==> config.mk <==
export PLATFORM = sky130hd
export DESIGN_NAME = fsm_loop_arbiter
export DESIGN_NICKNAME = d
export VERILOG_FILES = /design/src/rtl/fsm_loop_arbiter.sv
export SDC_FILE = /design/constraint.sdc
export NUM_CORES = 1
export LEC_CHECK = 0
export BUFFER_PORTS_ARGS = -buffer_cell sky130_fd_sc_hd__buf_4
export CORE_MARGIN = 8
export CORE_UTILIZATION = 51
export DETAILED_ROUTE_END_ITERATION = 6
export PLACE_DENSITY = 0.76
export SKIP_LAST_GASP = 1
export SYNTH_ARGS = -nofsm -noshare
export SYNTH_HDL_FRONTEND = slang
export SYNTH_SLANG_ARGS = --single-unit
export TNS_END_PERCENT = 10
==> constraint.sdc <==
create_clock -name Clock -period 1.7 [get_ports Clock]
set_input_delay 0.17 -clock Clock [delete_from_list [all_inputs] [get_ports Clock]]
set_output_delay 0.17 -clock Clock [all_outputs]
set_load 0.02 [all_outputs]
==> src/rtl/fsm_loop_arbiter.sv <==
// ----------------------------------------------------------------------------
// fsm_loop_arbiter
//
// Round-robin arbiter and sequencer that shares one external 4-state control
// FSM (Idle/Start/Stop/Clear, single input A) among N requesters. The winner
// of arbitration owns the FSM for one complete loop:
//   Idle -> Start -> Stop -> Clear -> Idle
// Each step is driven through fsm_a and then confirmed by observing fsm_state
// before the next step is driven. When the FSM is back in Idle, the owner
// receives a single-cycle done pulse. This block is the only driver of the
// FSM's A input.
//
// Configuration macro:
//   FSM_LOOP_ARB_WDOG_EN - when defined, a per-phase watchdog aborts a loop
//                          that waits TIMEOUT cycles in one phase (err pulse,
//                          no done). When undefined, err is tied low and
//                          phases wait indefinitely.
//
// Parameters:
//   N        number of requesters (2..8)
//   TIMEOUT  cycles allowed per phase before abort (watchdog build only)
//   CNT_W    watchdog counter width; must be able to hold TIMEOUT
//
// Ports:
//   Clock      in   1  rising-edge clock
//   Reset      in   1  asynchronous, active-low reset
//   req        in   N  level request per client
//   fsm_state  in   2  FSM state: 00 Idle, 01 Start, 10 Stop, 11 Clear
//   fsm_a      out  1  drives FSM input A
//   grant      out  N  one-hot owner of the FSM, held for the whole loop
//   done       out  N  single-cycle pulse to the owner on loop completion
//   busy       out  1  high in every state other than arbitration
//   err        out  1  single-cycle pulse on watchdog abort
// ----------------------------------------------------------------------------
module fsm_loop_arbiter #(
    parameter int unsigned N       = 4,
    parameter int unsigned TIMEOUT = 16,
    parameter int unsigned CNT_W   = 5
) (
    input  logic         Clock,
    input  logic         Reset,
    input  logic [N-1:0] req,
    input  logic [1:0]   fsm_state,
    output logic         fsm_a,
    output logic [N-1:0] grant,
    output logic [N-1:0] done,
    output logic         busy,
    output logic         err
);

    localparam int unsigned PTR_W = (N > 1) ? $clog2(N) : 1;

    localparam logic [1:0] FsmIdle  = 2'b00;
    localparam logic [1:0] FsmStart = 2'b01;
    localparam logic [1:0] FsmStop  = 2'b10;
    localparam logic [1:0] FsmClear = 2'b11;

    // Elaboration-time parameter sanity checks.
    if (N < 2 || N > 8) begin : g_bad_n
        $error("fsm_loop_arbiter: N must be in 2..8");
    end
    if (CNT_W < 1 || CNT_W > 31 || TIMEOUT < 1 || TIMEOUT >= (32'd1 << CNT_W)) begin : g_bad_cnt
        $error("fsm_loop_arbiter: CNT_W must hold TIMEOUT");
    end

    typedef enum logic [2:0] {
        StArb,
        StHi1,
        StLo1,
        StHi2,
        StLo2,
        StDone
    } state_e;

    state_e           state_q;
    logic [PTR_W-1:0] ptr_q;

    // ------------------------------------------------------------------------
    // Round-robin search: first request at ptr+1 .. ptr+N (mod N), so the
    // most recently served client is always considered last.
    // ------------------------------------------------------------------------
    logic             pick_valid;
    logic [PTR_W-1:0] pick_idx;
    logic [PTR_W-1:0] cand_idx;
    logic [N-1:0]     pick_onehot;
    int unsigned      cand;

    always_comb begin
        pick_valid = 1'b0;
        pick_idx   = ptr_q;
        cand       = 0;
        cand_idx   = '0;
        for (int unsigned i = 1; i <= N; i++) begin
            cand     = (32'(ptr_q) + i) % N;
            cand_idx = PTR_W'(cand);
            if (!pick_valid && req[cand_idx]) begin
                pick_valid = 1'b1;
                pick_idx   = cand_idx;
            end
        end
    end

    always_comb begin
        pick_onehot = {{(N-1){1'b0}}, 1'b1} << pick_idx;
    end

    // ------------------------------------------------------------------------
    // Phase confirmation: each drive phase waits for the FSM state that the
    // value just driven on fsm_a should produce. Any other state is ignored.
    // ------------------------------------------------------------------------
    logic   phase_hit;
    state_e phase_next;

    always_comb begin
        phase_hit  = 1'b0;
        phase_next = StArb;
        case (state_q)
            StHi1: begin
                phase_hit  = (fsm_state == FsmStart);
                phase_next = StLo1;
            end
            StLo1: begin
                phase_hit  = (fsm_state == FsmStop);
                phase_next = StHi2;
            end
            StHi2: begin
                phase_hit  = (fsm_state == FsmClear);
                phase_next = StLo2;
            end
            StLo2: begin
                phase_hit  = (fsm_state == FsmIdle);
                phase_next = StDone;
            end
            default: begin
                phase_hit  = 1'b0;
                phase_next = StArb;
            end
        endcase
    end

`ifdef FSM_LOOP_ARB_WDOG_EN
    logic [CNT_W-1:0] cnt_q;
    logic             wdog_fire;

    // The counter reaches TIMEOUT on the edge that fires, so the abort lands
    // exactly TIMEOUT cycles after phase entry.
    always_comb begin
        wdog_fire = (cnt_q == CNT_W'(TIMEOUT - 1));
    end
`else
    assign err = 1'b0;
`endif

    // ------------------------------------------------------------------------
    // Control FSM with registered outputs.
    // ------------------------------------------------------------------------
    always_ff @(posedge Clock or negedge Reset) begin
        if (!Reset) begin
            state_q <= StArb;
            ptr_q   <= PTR_W'(N - 1);
            fsm_a   <= 1'b0;
            grant   <= '0;
            done    <= '0;
            busy    <= 1'b0;
`ifdef FSM_LOOP_ARB_WDOG_EN
            err     <= 1'b0;
            cnt_q   <= '0;
`endif
        end else begin
            done <= '0;
`ifdef FSM_LOOP_ARB_WDOG_EN
            err  <= 1'b0;
`endif
            case (state_q)
                StArb: begin
                    fsm_a <= 1'b0;
                    // Only start a loop from a quiescent FSM.
                    if (pick_valid && (fsm_state == FsmIdle)) begin
                        grant   <= pick_onehot;
                        busy    <= 1'b1;
                        ptr_q   <= pick_idx;
                        fsm_a   <= 1'b1;
                        state_q <= StHi1;
`ifdef FSM_LOOP_ARB_WDOG_EN
                        cnt_q   <= '0;
`endif
                    end
                end

                StHi1, StLo1, StHi2, StLo2: begin
                    if (phase_hit) begin
                        state_q <= phase_next;
                        // Only the Stop->Clear step needs A high again.
                        fsm_a   <= (phase_next == StHi2);
                        if (phase_next == StDone) begin
                            done  <= grant;
                            grant <= '0;
                        end
`ifdef FSM_LOOP_ARB_WDOG_EN
                        cnt_q   <= '0;
                    end else if (wdog_fire) begin
                        // Abort: release the FSM without a done pulse. The
                        // pointer already names the aborted client, so it is
                        // searched last next time.
                        err     <= 1'b1;
                        fsm_a   <= 1'b0;
                        grant   <= '0;
                        busy    <= 1'b0;
                        cnt_q   <= '0;
                        state_q <= StArb;
                    end else begin
                        cnt_q   <= cnt_q + CNT_W'(1);
`endif
                    end
                end

                StDone: begin
                    busy    <= 1'b0;
                    state_q <= StArb;
                end

                default: begin
                    fsm_a   <= 1'b0;
                    grant   <= '0;
                    busy    <= 1'b0;
                    state_q <= StArb;
                end
            endcase
        end
    end

endmodule

Word level (Yosys, flattened, before mapping)
Cells that the tools add are included.
{"block": "classes", "multipliers": 0, "n_div": 0, "n_mux": 33, "n_addsub": 4, "n_bitwise": 2, "n_eq_ne": 13, "shifts": 1, "n_reduce_logical": 15, "order_cmp": 4}
{"op": "$mux W4", "n": 6}
{"op": "$lt A2 B3 Y1 const B", "n": 4}
{"op": "$pmux W3 S4", "n": 1}
{"op": "$pmux W4 S3", "n": 1}
{"op": "$mux W1", "n": 11}
{"op": "$eq A3 B2 Y1 const B", "n": 3}
{"op": "$eq A3 B3 Y1 const B", "n": 3}
{"op": "$bmux W1 S2", "n": 4}
{"op": "$mux W2", "n": 4}
{"op": "$reduce_and A2 Y1", "n": 4}
{"op": "$mux W3", "n": 2}
{"op": "$ne A2 B2 Y1 const B", "n": 3}
{"op": "$pmux W3 S2", "n": 1}
{"op": "$add A2 B1 Y2 const B", "n": 2}
{"op": "$add A2 B2 Y2 const B", "n": 2}
{"op": "$eq A2 B2 Y1 const B", "n": 2}
{"op": "$logic_and A1 B1 Y1", "n": 4}
{"op": "$pmux W1 S4", "n": 1}
{"op": "$reduce_and A4 Y1", "n": 1}
{"op": "$reduce_or A4 Y1", "n": 1}
{"op": "$shl A1 B2 Y4 const A", "n": 1}
{"op": "$eq A3 B1 Y1 const B", "n": 1}
{"op": "$logic_not A1 Y1", "n": 3}
{"op": "$logic_not A3 Y1", "n": 1}
{"op": "5 further kinds", "n": 6}
{"block": "totals", "latchBits": 0, "in_bits": 8, "output_inout_bits": 11, "romBits": 0, "elab_cells": 78, "regBits": 15, "memories": 0, "mem_bits_rw": 0}

Longest topological paths before layout
{"block": "depth", "depth_word": 16, "depth_mapped": 5, "depth_no_buf": 4}

Worst setup path after synthesis
No wires, ideal clock.
{"block": "synth_timing", "path_kind": "register to register", "start": "register state_q[0]", "end": "register grant[0]", "slack_ns": 0.286, "setup_time_ns": 0.146, "n_path_buf": 1, "period_less_slack_ns": 1.414, "arrival_time_ns": 1.268, "required_time_ns": 1.554, "stages_incl_launch_ff": 6, "cell_sequence": "dfrtp_1 -> buf_2 -> nor2_2 -> a32oi_1 -> a211oi_1 -> o22ai_1"}
{"block": "synth_via", "elab_chain_len": 5, "elab_cells_between_ends": 16, "classes_between": "eq/ne (9); mux (3); bitwise (1); reduce/logical (3)"}
{"item": "from (decl)", "line": "75", "text": "state_e state_q;"}
{"item": "from (signal assigned)", "line": "159", "text": "state_q <= StArb;"}
{"item": "from (signal assigned)", "line": "183", "text": "state_q <= StHi1;"}
{"item": "from (signal assigned)", "line": "192", "text": "state_q <= phase_next;"}
{"item": "$eq A3 B3 Y1, or another cell as far along", "line": "117, 174"}
{"item": "$pmux W3 S4", "line": "117", "text": "case (state_q)"}
{"item": "$eq A3 B3 Y1", "line": "195", "text": "if (phase_next == StDone) begin"}
{"item": "$ne A2 B2 Y1 (no line)"}
{"item": "$reduce_and A4 Y1 (no line)"}
{"item": "to (signal assigned)", "line": "179", "text": "grant <= pick_onehot;"}
{"item": "to (decl)", "line": "45", "text": "output logic [N-1:0] grant,"}
Several ways; a longest one is shown, not always the timed one.
A chain may end at the register's enable or synchronous reset.

Worst setup path in the final report
{"block": "layout_timing", "start": "register state_q[1]", "end": "register state_q[1]"}
{"block": "layout_via", "elab_chain_len": 4, "elab_cells_between_ends": 13, "classes_between": "eq/ne (6); mux (4); reduce/logical (3)"}
{"item": "$eq A3 B3 Y1, or another cell as far along", "line": "117, 174"}
{"item": "$pmux W3 S4, or another cell as far along", "line": "117"}
{"item": "$mux W3 or $ne A2 B2 Y1 (tied branches)"}
{"item": "$pmux W3 S2 or $reduce_and A2 Y1 (tied branches)"}
Several ways; a longest one is shown, not always the timed one. The select of a mux whose other input is x is not followed.

==> metrics.md <==
| Metric | Value |
|---|---|
| Fraction of registers with async set/reset | 1.00 |
| Peak Freq | 0.626 GHz |
| Syn avg cell area | 9.71 um^2 |
| Initial DRC Count | 19 |
| Antenna violations before repair | 0 |
| Cell Chain, Critical Path | nand2b_1 > a31oi_1 > nor4_1 > a211o_1 |
| CP startpoint kind | flip-flop |
| Slew HR | 0.638 |
| HP Class | input port to flip-flop |
| Vias in the first global route | 658 |
| Placed insts | 112 |
| Unrepaired setup endpoints after global routing | true |
| Yosys cell types | 37 |
| Fraction of layout cells with a size suffix above 1 | 0.297 |
| Clk root buf | clkbuf_4 |
| Initial DRT Pass Iterations | 4 |
| Clock Latency Late Sink | 0.29 ns |
| Final cell count without fillers | 117 |
| # port buffers | 17 |
| Tmin final | 1.60 ns |
| Starting Density | 0.541 |
| TritonCTS clock tree | done |
| Sequential share of the synthesized area | 0.469 |
| Max VDD drop | 0.000873 V |
| Power density cells | 1720 nW/um^2 |
| Final period util | 0.940 |
| Fin. max-slew vios | 0 |
| Largest net degree at the start of global routing | 16 |
| Gr ovfl total | 0 |
| Setup CP Type | flip-flop to flip-flop |
| Clk sinks | 15 |
| Final WL | 1.77 mm |
| Number of synthesized flops with an enable pin | 0 |
| Fill count | 114 |
| CP peak stage delay | 0.57 ns |
| Die ar. | 3110 um^2 |
| Final core utilization | 0.657 |
| Core area | 1490 um^2 |
| Most common cell after layout, fill and taps aside | buf_4 |
| Yosys warnings | 0 |
| N_diodes | 0 |
| Synth Net Count | 91 |
| Die height | 55.8 um |
| I/O pins | 19 |
| Worst EP arrival | 1.78 ns |
| Max Cap Viol | 0 |
| Synthesized instance count | 83 |
| Layout Nets | 110 |
| Highest-count cells in the layout ignoring fill and taps | buf_4 (18), dfrtp_1 (13), inv_1 (7) |
| Synth Flop Type | dfrtp_1 |
| Setup Buffers After CTS | 0 |
| Max Buffers Root-to-Sink | 2 |
| Leak Pwr | 0.440 nW |
| DRC Markers | 0 |
| Hold Vio Cnt, Final | 0 |
| Vias | 696 |
| Area of the multi-input gates | 382 um^2 |
| Post-DP HPWL | 1.36 mm |
| CP Max Fanout | 14 |
| Routed wire per std cell | 15.1 um |
| FF/Latch Area | 378 um^2 |
| Global-route wire length before repair | 2.86 mm |
| CTS Buf Count | 3 |
| Seq cells post-synth | 15 |
| Setup crit end kind | flip-flop |
| Area Growth Syn to Fin | 21.4% |
| Final setup viols | 0 |
| H-tree depth | 1 |
| Worst path slowest cell | dfrtp_1 |
| Worst-margin pin slew | 0.540 ns |
| Num rows | 14 |
| Status | finished, final reports clean |
| Via/cell ratio | 5.95 |
| Layout Skew | 0.000884 ns |
| Die width | 55.8 um |
| CTS clk-pin slew, worst paths | 0.09 ns |
| Routability cong. | 0.772 |
| Total GRT Usage | 0.108 |
| CP required | 1.88 ns |
| Syn Std Cell Area | 806 um^2 |
| Post-route ant nets | 0 |
## cells in the mapped netlist, drive strengths merged (2+ instances only)
cell type | number | area share
clkbuf | 2 | 0.0093
a211oi | 2 | 0.019
o2bb2ai | 2 | 0.022
buf | 3 | 0.022
a31oi | 2 | 0.016
nand2b | 5 | 0.039
o22ai | 3 | 0.023
o21ai | 2 | 0.012
nor2 | 3 | 0.017
nor3 | 2 | 0.012
a32oi | 2 | 0.022
a21o | 2 | 0.019
a21oi | 4 | 0.025
dfstp | 2 | 0.065
nor4 | 5 | 0.039
nand2 | 5 | 0.023
dfrtp | 13 | 0.40
inv | 7 | 0.033
## worst max-delay path: cells and delay by family, from the launching register on
kind / cells / cell delay [ns]
AO/OA/AOI/OAI: 2 / 0.73
flip-flops: 1 / 0.57
AND/OR/NAND/NOR: 2 / 0.19
## flip-flops by register name, summed over array words and instances, names as in the netlist
name / count
busy: 1
done: 4
fsm_a: 1
grant: 4
ptr_q: 2
state_q: 3
## power by group
group / internal (mW) / switching (mW) / total (mW) / leakage (nW)
clock: 0.0875 / 0.125 / 0.212 / 0.0177
combinational: 0.373 / 0.439 / 0.813 / 0.232
sequential: 0.499 / 0.162 / 0.661 / 0.190
total: 0.960 / 0.726 / 1.69 / 0.440
## layer usage
metal	wire, um	global-route usage	part of all wire	vias to the layer above
li1	-	-	-	342
met1	782	0.128	0.44	331
met2	880	0.179	0.50	21
met3	95	0.0365	0.054	2
met4	13	0.0317	0.0073	0
met5	0	0	0	-
## repair_timing
action                                 in CTS  in global routing
endpoints found under the hold margin      15                  0
setup endpoints to repair                   0                  4
hold buffers                                1                  0
resized for setup                           0                  1
## per-stage QoR
| step | power (mW) | hold slack, ns | cell area, um^2 | TNS [ns] | setup WS [ns] |
|---|---|---|---|---|---|
| after floorplan | 1.23 | -0.126 | 806 | 0 | 0.286 |
| after global placement | 1.43 | 0.0315 | 936 | 0 | 0.128 |
| after detailed placement | 1.46 | 0.0346 | 936 | 0 | 0.0483 |
| after CTS | 1.67 | 0.0834 | 973 | 0 | 0.0175 |
| after global routing | 1.80 | 0.0919 | 978 | -0.0385 | -0.0375 |
| final | 1.69 | 0.0820 | 978 | 0 | 0.102 |
## worst paths after layout
path / slack (ns) / from / cells past startpoint / to
max: 0.10 / state_q[1] / 4 / state_q[1]
min: 0.08 / fsm_state[0] / 2 / done[2]
max reg2reg: 0.10 / state_q[1] / 4 / state_q[1]
min reg2reg: 0.53 / fsm_a / 2 / fsm_a
max in group asynchronous: 1.20 / Reset / 2 / ptr_q[1]
min in group asynchronous: 0.26 / Reset / 2 / busy
## final cells by class
cell class                 instances  area share
clock buffer                       3      0.0230
clock inverter                     1     0.00512
inverter                           7      0.0269
multi-input combinational         56       0.390
sequential                        15       0.386
tap                               16      0.0205
timing repair buffer              19       0.148
## cell families (layout without fill, tap and decap cells)
logic type             count (synthesis)  after routing  share of synthesized area
AOI/OAI and AO/OA                     26             26                      0.228
buffers and inverters                 12             30                     0.0637
DFF                                   15             15                      0.469
muxes                                  2              2                     0.0311
other                                  1              1                    0.00465
and+or+nand+nor                       27             27                      0.203
Power figures use the tool's default switching activity.
